`src/rtl/multicast_pkg.sv`:
```
`default_nettype none
// ============================================================================
//  Module   : multicast_pkg
//  Brief    : Shared defaults and FSM state encoding for the multicast sequencer.
//  Revision : 1.0
// ============================================================================
package multicast_pkg;

    localparam int c_ADDRESS_WIDTH_DEF = 4;
    localparam int c_BITWIDTH_DEF      = 16;
    localparam int c_NUM_UNITS_DEF     = 4;
    localparam int c_COUNT_WIDTH       = 16;

    typedef logic [1:0] state_t;

    localparam state_t c_ST_IDLE   = 2'd0;
    localparam state_t c_ST_CONFIG = 2'd1;
    localparam state_t c_ST_RUN    = 2'd2;
    localparam state_t c_ST_DRAIN  = 2'd3;

endpackage
`default_nettype wire

```
`src/rtl/multicast_out_stage.sv`:
```
`default_nettype none
// ============================================================================
//  Module   : multicast_out_stage
//  Brief    : Single-entry {tag,value} output register with retire and word count.
//  Revision : 1.0
// ============================================================================
module multicast_out_stage
    import multicast_pkg::*;
#(
    parameter int ADDRESS_WIDTH = c_ADDRESS_WIDTH_DEF,
    parameter int BITWIDTH      = c_BITWIDTH_DEF
) (
    input  logic                     clk,
    input  logic                     rstb,
    input  logic                     load,
    input  logic [ADDRESS_WIDTH-1:0] load_tag,
    input  logic [BITWIDTH-1:0]      load_value,
    input  logic                     all_ready,
    output logic                     stage_ready,
    output logic                     out_valid,
    output logic                     mc_enable,
    output logic [ADDRESS_WIDTH-1:0] mc_tag,
    output logic [BITWIDTH-1:0]      mc_value,
    output logic [c_COUNT_WIDTH-1:0] word_count
);

    logic                     r_valid;
    logic [ADDRESS_WIDTH-1:0] r_tag;
    logic [BITWIDTH-1:0]      r_value;
    logic [c_COUNT_WIDTH-1:0] r_count;
    logic                     w_retire;

    // A held word leaves in the same cycle every unit is ready, so a new
    // word may be loaded behind it without a bubble.
    assign w_retire    = r_valid && all_ready;
    assign stage_ready = !r_valid || all_ready;

    always_ff @(posedge clk or negedge rstb) begin
        if (!rstb) begin
            r_valid <= 1'b0;
            r_tag   <= '0;
            r_value <= '0;
            r_count <= '0;
        end else begin
            if (load) begin
                r_valid <= 1'b1;
                r_tag   <= load_tag;
                r_value <= load_value;
            end else if (w_retire) begin
                r_valid <= 1'b0;
            end
            if (w_retire) begin
                r_count <= r_count + c_COUNT_WIDTH'(1);
            end
        end
    end

    assign out_valid  = r_valid;
    assign mc_enable  = w_retire;
    assign mc_tag     = r_tag;
    assign mc_value   = r_value;
    assign word_count = r_count;

endmodule
`default_nettype wire

```
`src/rtl/multicast_sequencer.sv`:
```
`default_nettype none
// ============================================================================
//  Module   : multicast_sequencer
//  Brief    : Programs tag IDs into a controller scan chain, then broadcasts words.
//  Revision : 1.0
// ============================================================================
module multicast_sequencer
    import multicast_pkg::*;
#(
    parameter int ADDRESS_WIDTH = c_ADDRESS_WIDTH_DEF,
    parameter int BITWIDTH      = c_BITWIDTH_DEF,
    parameter int NUM_UNITS     = c_NUM_UNITS_DEF
) (
    input  logic                     clk,
    input  logic                     rstb,
    input  logic                     cfg_start,
    input  logic                     cfg_valid,
    output logic                     cfg_ready,
    input  logic [ADDRESS_WIDTH-1:0] cfg_tag,
    output logic                     cfg_done,
    output logic                     scan_program,
    output logic [ADDRESS_WIDTH-1:0] scan_tag_out,
    input  logic                     in_valid,
    output logic                     in_ready,
    input  logic [ADDRESS_WIDTH-1:0] in_tag,
    input  logic [BITWIDTH-1:0]      in_value,
    input  logic [NUM_UNITS-1:0]     units_ready,
    output logic                     mc_enable,
    output logic [ADDRESS_WIDTH-1:0] mc_tag,
    output logic [BITWIDTH-1:0]      mc_value,
    output logic [c_COUNT_WIDTH-1:0] word_count
);

    localparam int c_BEAT_W = $clog2(NUM_UNITS + 1);

    state_t                   r_state;
    logic [c_BEAT_W-1:0]      r_beat;
    logic                     r_scan_program;
    logic                     r_cfg_done;
    logic [ADDRESS_WIDTH-1:0] r_scan_tag;

    logic w_all_ready;
    logic w_stage_ready;
    logic w_out_valid;
    logic w_load;
    logic w_valid_next;

    assign w_all_ready = &units_ready;
    assign cfg_ready   = (r_state == c_ST_CONFIG);
    assign in_ready    = (r_state == c_ST_RUN) && w_stage_ready;
    assign w_load      = in_valid && in_ready;
    // Whether a word will still be held after this edge decides DRAIN vs CONFIG.
    assign w_valid_next = w_load || (w_out_valid && !w_all_ready);

    always_ff @(posedge clk or negedge rstb) begin
        if (!rstb) begin
            r_state        <= c_ST_IDLE;
            r_beat         <= '0;
            r_scan_program <= 1'b0;
            r_cfg_done     <= 1'b0;
            r_scan_tag     <= '0;
        end else begin
            r_scan_program <= 1'b0;
            r_cfg_done     <= 1'b0;
            case (r_state)
                c_ST_IDLE: begin
                    if (cfg_start) begin
                        r_state <= c_ST_CONFIG;
                        r_beat  <= '0;
                    end
                end
                c_ST_CONFIG: begin
                    // First tag shifted travels farthest, ending in the last unit.
                    if (cfg_valid) begin
                        r_scan_program <= 1'b1;
                        r_scan_tag     <= cfg_tag;
                        if (r_beat == c_BEAT_W'(NUM_UNITS - 1)) begin
                            r_cfg_done <= 1'b1;
                            r_state    <= c_ST_RUN;
                            r_beat     <= '0;
                        end else begin
                            r_beat <= r_beat + c_BEAT_W'(1);
                        end
                    end
                end
                c_ST_RUN: begin
                    if (cfg_start) begin
                        r_state <= w_valid_next ? c_ST_DRAIN : c_ST_CONFIG;
                        r_beat  <= '0;
                    end
                end
                c_ST_DRAIN: begin
                    if (mc_enable) begin
                        r_state <= c_ST_CONFIG;
                    end
                end
                default: begin
                    r_state <= c_ST_IDLE;
                end
            endcase
        end
    end

    assign scan_program = r_scan_program;
    assign scan_tag_out = r_scan_tag;
    assign cfg_done     = r_cfg_done;

    multicast_out_stage #(
        .ADDRESS_WIDTH (ADDRESS_WIDTH),
        .BITWIDTH      (BITWIDTH)
    ) u_out_stage (
        .clk         (clk),
        .rstb        (rstb),
        .load        (w_load),
        .load_tag    (in_tag),
        .load_value  (in_value),
        .all_ready   (w_all_ready),
        .stage_ready (w_stage_ready),
        .out_valid   (w_out_valid),
        .mc_enable   (mc_enable),
        .mc_tag      (mc_tag),
        .mc_value    (mc_value),
        .word_count  (word_count)
    );

endmodule
`default_nettype wire
```
`config.mk`:
```
export PLATFORM = sky130hd
export DESIGN_NAME = multicast_sequencer
export DESIGN_NICKNAME = d
export VERILOG_FILES = /design/src/rtl/multicast_pkg.sv /design/src/rtl/multicast_out_stage.sv /design/src/rtl/multicast_sequencer.sv
export SDC_FILE = /design/constraint.sdc
export NUM_CORES = 1
export LEC_CHECK = 0
export BUFFER_PORTS_ARGS = -buffer_cell sky130_fd_sc_hd__buf_2
export CAP_MARGIN = 25
export CORE_ASPECT_RATIO = 1.4
export CORE_MARGIN = 3
export CORE_UTILIZATION = 48
export CTS_CLUSTER_DIAMETER = 40
export DETAILED_ROUTE_END_ITERATION = 7
export PLACE_DENSITY = 0.8
export SLEW_MARGIN = 40
export SYNTH_ARGS = -nofsm -noshare
export SYNTH_HDL_FRONTEND = slang
export SYNTH_HIERARCHICAL = 1
export SYNTH_SLANG_ARGS = --single-unit
```
`constraint.sdc`:
```
create_clock -name clk -period 2.1 [get_ports clk]
set_clock_uncertainty 0.2 [all_clocks]
set_input_delay 0.105 -clock clk [delete_from_list [all_inputs] [get_ports clk]]
set_output_delay 0.105 -clock clk [all_outputs]
set_load 0.01 [all_outputs]
```
## After elaboration in Yosys (flattened, before gate mapping)

Cells that the tools add are included.

- $add $sub $neg: 2
- Eq/ne operators: 10
- Mux-type cells: 18
- Reduce and logical (&&, ||, !) cells: 16

Operators with widths:

| cell | count |
|---|---|
| $add 16x1->16 const B | 1 |
| $mux 2 | 6 |
| $mux 3 | 3 |
| $ne 2x2->1 const B | 4 |
| $pmux 2 s4 | 1 |
| $mux 1 | 7 |
| $pmux 3 s2 | 1 |
| $reduce_and 5->1 | 1 |
| $eq 2x2->1 const B | 2 |
| $logic_and 1x1->1 | 4 |
| $ne 2x1->1 const B | 2 |
| $reduce_and 4->1 | 1 |
| $reduce_bool 2->1 | 2 |
| $add 3x1->3 const B | 1 |
| $eq 3x2->1 const B | 1 |
| $reduce_and 3->1 | 1 |
| $eq 2x1->1 const B | 1 |
| $logic_not 1->1 | 2 |
| $logic_not 2->1 | 1 |
| $logic_or 1x1->1 | 2 |
| $reduce_and 2->1 | 1 |
| $reduce_or 2->1 | 1 |

- Register bits after elaboration: 48
- Input bits: 33
- Output and inout port bits: 45
- Word-level logic and storage cells: 55

## Depth between registers and ports, before layout

- Depth after elaboration: 8
- Gate-level depth with buffers: 6
- Depth with buffers taken out: 6

## Modules after synthesis

The synthesis kept the hierarchy.

By module, submodules not included:

| module | times used | cells each | area an instance (µm²) | sequential area each (µm²) |
|---|---|---|---|---|
| multicast_out_stage | 1 | 101 | 1475.2 | 925.9 |
| multicast_sequencer | 1 | 48 | 591.8 | 275.3 |

## Least setup slack after synthesis

OpenSTA, ideal clock, no wires.

- Kind: register -> register
- Start: register r_state[0]
- End: register u_out_stage.r_tag[0], in the netlist u_out_stage/mc_tag[0]
- Library setup time: 0.125 ns
- Data arrival time: 1.502 ns
- Data required time: 1.775 ns
- Path slack: 0.273 ns
- Cell stages (with the launch flop): 6
- Buffers on the path: 1
- Period minus slack after synthesis: 1.827 ns
- Cell sequence: dfrtp_1 -> inv_1 -> ha_1 -> and3_1 -> buf_2 -> mux2_2

- Cells in the longest elaborated chain, start to end: 3

Ends and longest elaborated chain:

| element | RTL line | text |
|---|---|---|
| start, declared | multicast_sequencer.sv:36 | `state_t r_state;` |
| start signal, assigned | multicast_sequencer.sv:57 | `r_state <= c_ST_IDLE;` |
| start signal, assigned | multicast_sequencer.sv:68 | `r_state <= c_ST_CONFIG;` |
| start signal, assigned | multicast_sequencer.sv:79 | `r_state <= c_ST_RUN;` |
| $eq 2x2->1 | multicast_sequencer.sv:50 | `assign in_ready = (r_state == c_ST_RUN) && w_stage_ready;` |
| $logic_and 1x1->1 | multicast_sequencer.sv:50 |  |
| $logic_and 1x1->1 | multicast_sequencer.sv:51 | `assign w_load = in_valid && in_ready;` |
| named net w_load | multicast_sequencer.sv:45 | `logic w_load;` |
| end signal, assigned | multicast_out_stage.sv:47 | `r_tag <= load_tag;` |
| end, declared | multicast_out_stage.sv:28 | `logic [ADDRESS_WIDTH-1:0] r_tag;` |

The timed path passes the listed nets, and every way through them passes these cells.
A chain may end at the register's enable or synchronous reset.

## Worst setup path in the final report

- Start: register r_state[0]
- End: register u_out_stage.r_tag[3], in the netlist u_out_stage/mc_tag[3]

The elaborated chain is that of the path after synthesis.

==> summary.txt <==
Outcome
  • Outcome: finished, final reports clean

Yosys
  • Warning count from the yosys run: 6
  • Post-synth top area share: slightly below 60%
  • Post-synthesis sequential area ratio: about three fifths
  • Largest family of logic cells by synthesized area: multiplexers
  • Synth top cells by count: 48 x dfrtp_1, 27 x mux2_2, 13 x xnor2_1
  • Dominant synthesized flop cell: dfrtp_1
  • Syn Nets: about 190
  • Post-Syn Instances: approximately 150
  • Synthesis-stage register bit count: 48
  • Xor and xnor fraction of the mapped netlist area: 6.36%
  • Adder-cell area share of the yosys netlist: ~3.6%
  • Compound-Gate Fraction of Synth Area: around 3.8%
  • Cell accounting for the most synthesized area: dfrtp_1
  • Synth async-reset ratio: 100%
  • Mapped Area: about 2100 um2
  • Most common cell in the netlist: dfrtp_1
  • Post-synthesis simple-gate area fraction: a little over a tenth
  • Top cells by area, synth: dfrtp_1 58%, mux2_2 15%, xnor2_1 5.5%, ha_1 3.6%, nand3_1 1.7%
  • Post-synthesis cell type count: 31
  • Mean post-synth cell area: 13.9 um2
  • Post-synthesis mux area share: between 15 and 20%
  • EDFF count, synth: 0

Final layout
  • Final net count: ~300
  • Fillers: around 300
  • Area of the multi-input gates: ~830 um2
  • Ant diodes: 0
  • Storage element area: 1200 um2
  • Layout cells sized above 1: 46.9%
  • Layout area overhead: 39.3%

Clock network
  • Max Root-Sink Buffers: 2
  • Clock transition at path regs: about 0.090 ns
  • Htree depth: 2
  • Setup bufs post-CTS: 0
  • Inserted Clock Buffers: 5
  • CTS tree: yes
  • Clk Latency, worst-skew pair: 0.30 ns
  • Clock Sinks: 48
  • Clock root buffer: clkbuf_8

Timing
  • Slew @ Worst Pin: a little over 0.7 ns
  • Hold_ws: 0.00231 ns
  • FMAX: about 0.51 GHz
  • RSZ-0062 raised after global routing: false
  • Worst slew margin: 52.9%
  • Crit path time final: 1.96 ns
  • Hold Fails Final Rpt: 0
  • Setup TNS: 0 ns
  • Final setup fails: 0
  • Crit share post-route: 93.5%
  • Max Slew Vio Count: 0

Power
  • Psw: around 1.1 mW
  • Sequential share of power: between 40% and 50%
  • Power per Cell Area: between 1000 and 1500 nW/um2
  • Clock Power Share: 17.6%
  • Part of the power in combinational logic: a little under two fifths
  • P_leak: between 1 and 1.5 nW
  • Int Pwr: 2.15 mW
  • Switch share: between 30% and 40%
  • VDD IR-drop max: between 600 and 700 uV

Global routing
  • First-pass GRT wire length: between 7000 and 8000 um
  • Vias in the first global route: roughly 1700
  • GR Overflow Total: 0
  • GRT Total Usage: between 10% and 20%
  • Largest net degree at the start of global routing: 34
  • Initial antenna violation count: 0

Route
  • 1st-iter DRT viols: 60
  • DRC Markers: 0
  • Wire per inst: 14.8 um
  • Drt first pass iters: 4
  • Vias per cell: 5.18
  • Total detailed-routing wirelength: 4480 um
  • Routed Antenna Nets: 0
  • Vias post-DR: between 1500 and 2000

Worst setup path
  • CP Launch Type: flop
  • Critical Path RT: ~2.1 ns
  • CP Class: flop to flop
  • Setup crit end kind: flop
  • Critical-path maximum fanout: 21
  • Worst path arrival time: about 1.9 ns

Floorplan
  • Die W: a little over 60 um
  • # IOs: about 80
  • Starting Density: 51.0%
  • Die area: around 5100 um2
  • Die height: between 80 and 90 um
  • # rows: 27
  • Core box area: just over 4000 um2

Run
  • Total of max-cap violations: 0

Place
  • Port Buffer Count: 77
  • Final RePlAce weighted congestion: a little over 0.7
  • DP HPWL: 3220 um

Min path
  • Worst hold path class: input pin to flop
## state kept, by name, summed over array words and instances (netlist names), 2 cells and up
name                    count
u_out_stage/word_count     16
u_out_stage/mc_tag          4
r_state                     2
scan_tag_out                4
r_beat                      3
u_out_stage/mc_value       16
## critical path, cell delays in order, from the launching register on
cell	delay [ns]
dfrtp_1	0.44
inv_1	0.12
ha_1	0.29
and3_1	0.25
buf_12	0.18
mux2_2	0.36
## stage by stage
step                util (%)  setup WS [ns]  area [um2]  cells  power (mW)
floorplan                  -          0.273        2070    149        2.16
detailed placement      62.4          0.167        2530    270        2.64
CTS                     71.0          0.150        2880    303        3.25
global route            71.0         0.0535        2880    303        3.45
finish                  71.0          0.137        2880    303        3.22
global placement        62.4          0.235        2530    270        2.59
## cells by family after synthesis
| logic type | after synthesis |
|---|---|
| AOI/OAI and AO/OA | 7 |
| adders and majority gates | 6 |
| DFF | 48 |
| buffers and inverters | 10 |
| xor gates and xnor gates | 15 |
| and+or+nand+nor | 34 |
| muxes | 29 |
## power by group through the flow
| stage | Sequential (mW) | Clock (mW) | Combinational, mW |
|---|---|---|---|
| finish | 1.43 | 0.568 | 1.23 |
| global route | 1.47 | 0.634 | 1.35 |
| CTS | 1.42 | 0.589 | 1.24 |
| detailed placement | 1.44 | 0 | 1.20 |
| global placement | 1.43 | 0 | 1.16 |
| floorplan | 1.54 | 0 | 0.614 |
## worst paths after layout
kind	slack, ns	cells after the start	from	to
max in group asynchronous	0.89	3	rstb	u_out_stage/mc_value[0]$_DFFE_PN0P_
min in group asynchronous	0.19	2	rstb	u_out_stage/word_count[2]$_DFFE_PN0P_
worst max register to register	0.14	5	r_state[0]$_DFFE_PN0P_	u_out_stage/mc_tag[3]$_DFFE_PN0P_
worst max-delay path	0.14	5	r_state[0]$_DFFE_PN0P_	u_out_stage/mc_tag[3]$_DFFE_PN0P_
worst min register to register	0.28	1	u_out_stage/word_count[15]$_DFFE_PN0P_	u_out_stage/word_count[15]$_DFFE_PN0P_
worst min-delay path	0.002	3	cfg_valid	scan_program$_DFF_PN0_
## cell usage in the layout, fill, tap and decap left out, types with 3 or more instances in the layout
master	n
ha_1	6
nand4_1	3
nand3_1	7
dfrtp_1	48
mux2_2	27
clkbuf_8	6
dlygate4sd3_1	25
and3_1	3
buf_2	77
xnor2_1	13
inv_1	8
nand2_1	6
## layout make-up
| class | instances | area share (%) |
|---|---|---|
| clock inverter | 2 | 0.522 |
| inverter | 8 | 1.04 |
| tap | 43 | 1.87 |
| timing repair buffer | 105 | 23.3 |
| sequential | 48 | 41.7 |
| multi-input combinational | 91 | 28.7 |
| clock buffer | 6 | 2.87 |
## repair_timing
item,in CTS,in global routing
hold buffers,25,0
resized for setup,0,0
hold endpoints to repair,55,0
## metal layers
layer  share of wire, %  vias up  GRT usage (%)
met4                1.6        0           8.11
met1                 39      766           21.9
met5                  0        -              0
met3                4.8        7           3.56
li1                   -      745              -
met2                 55       52           33.3
(Power assumes the default switching activity.)
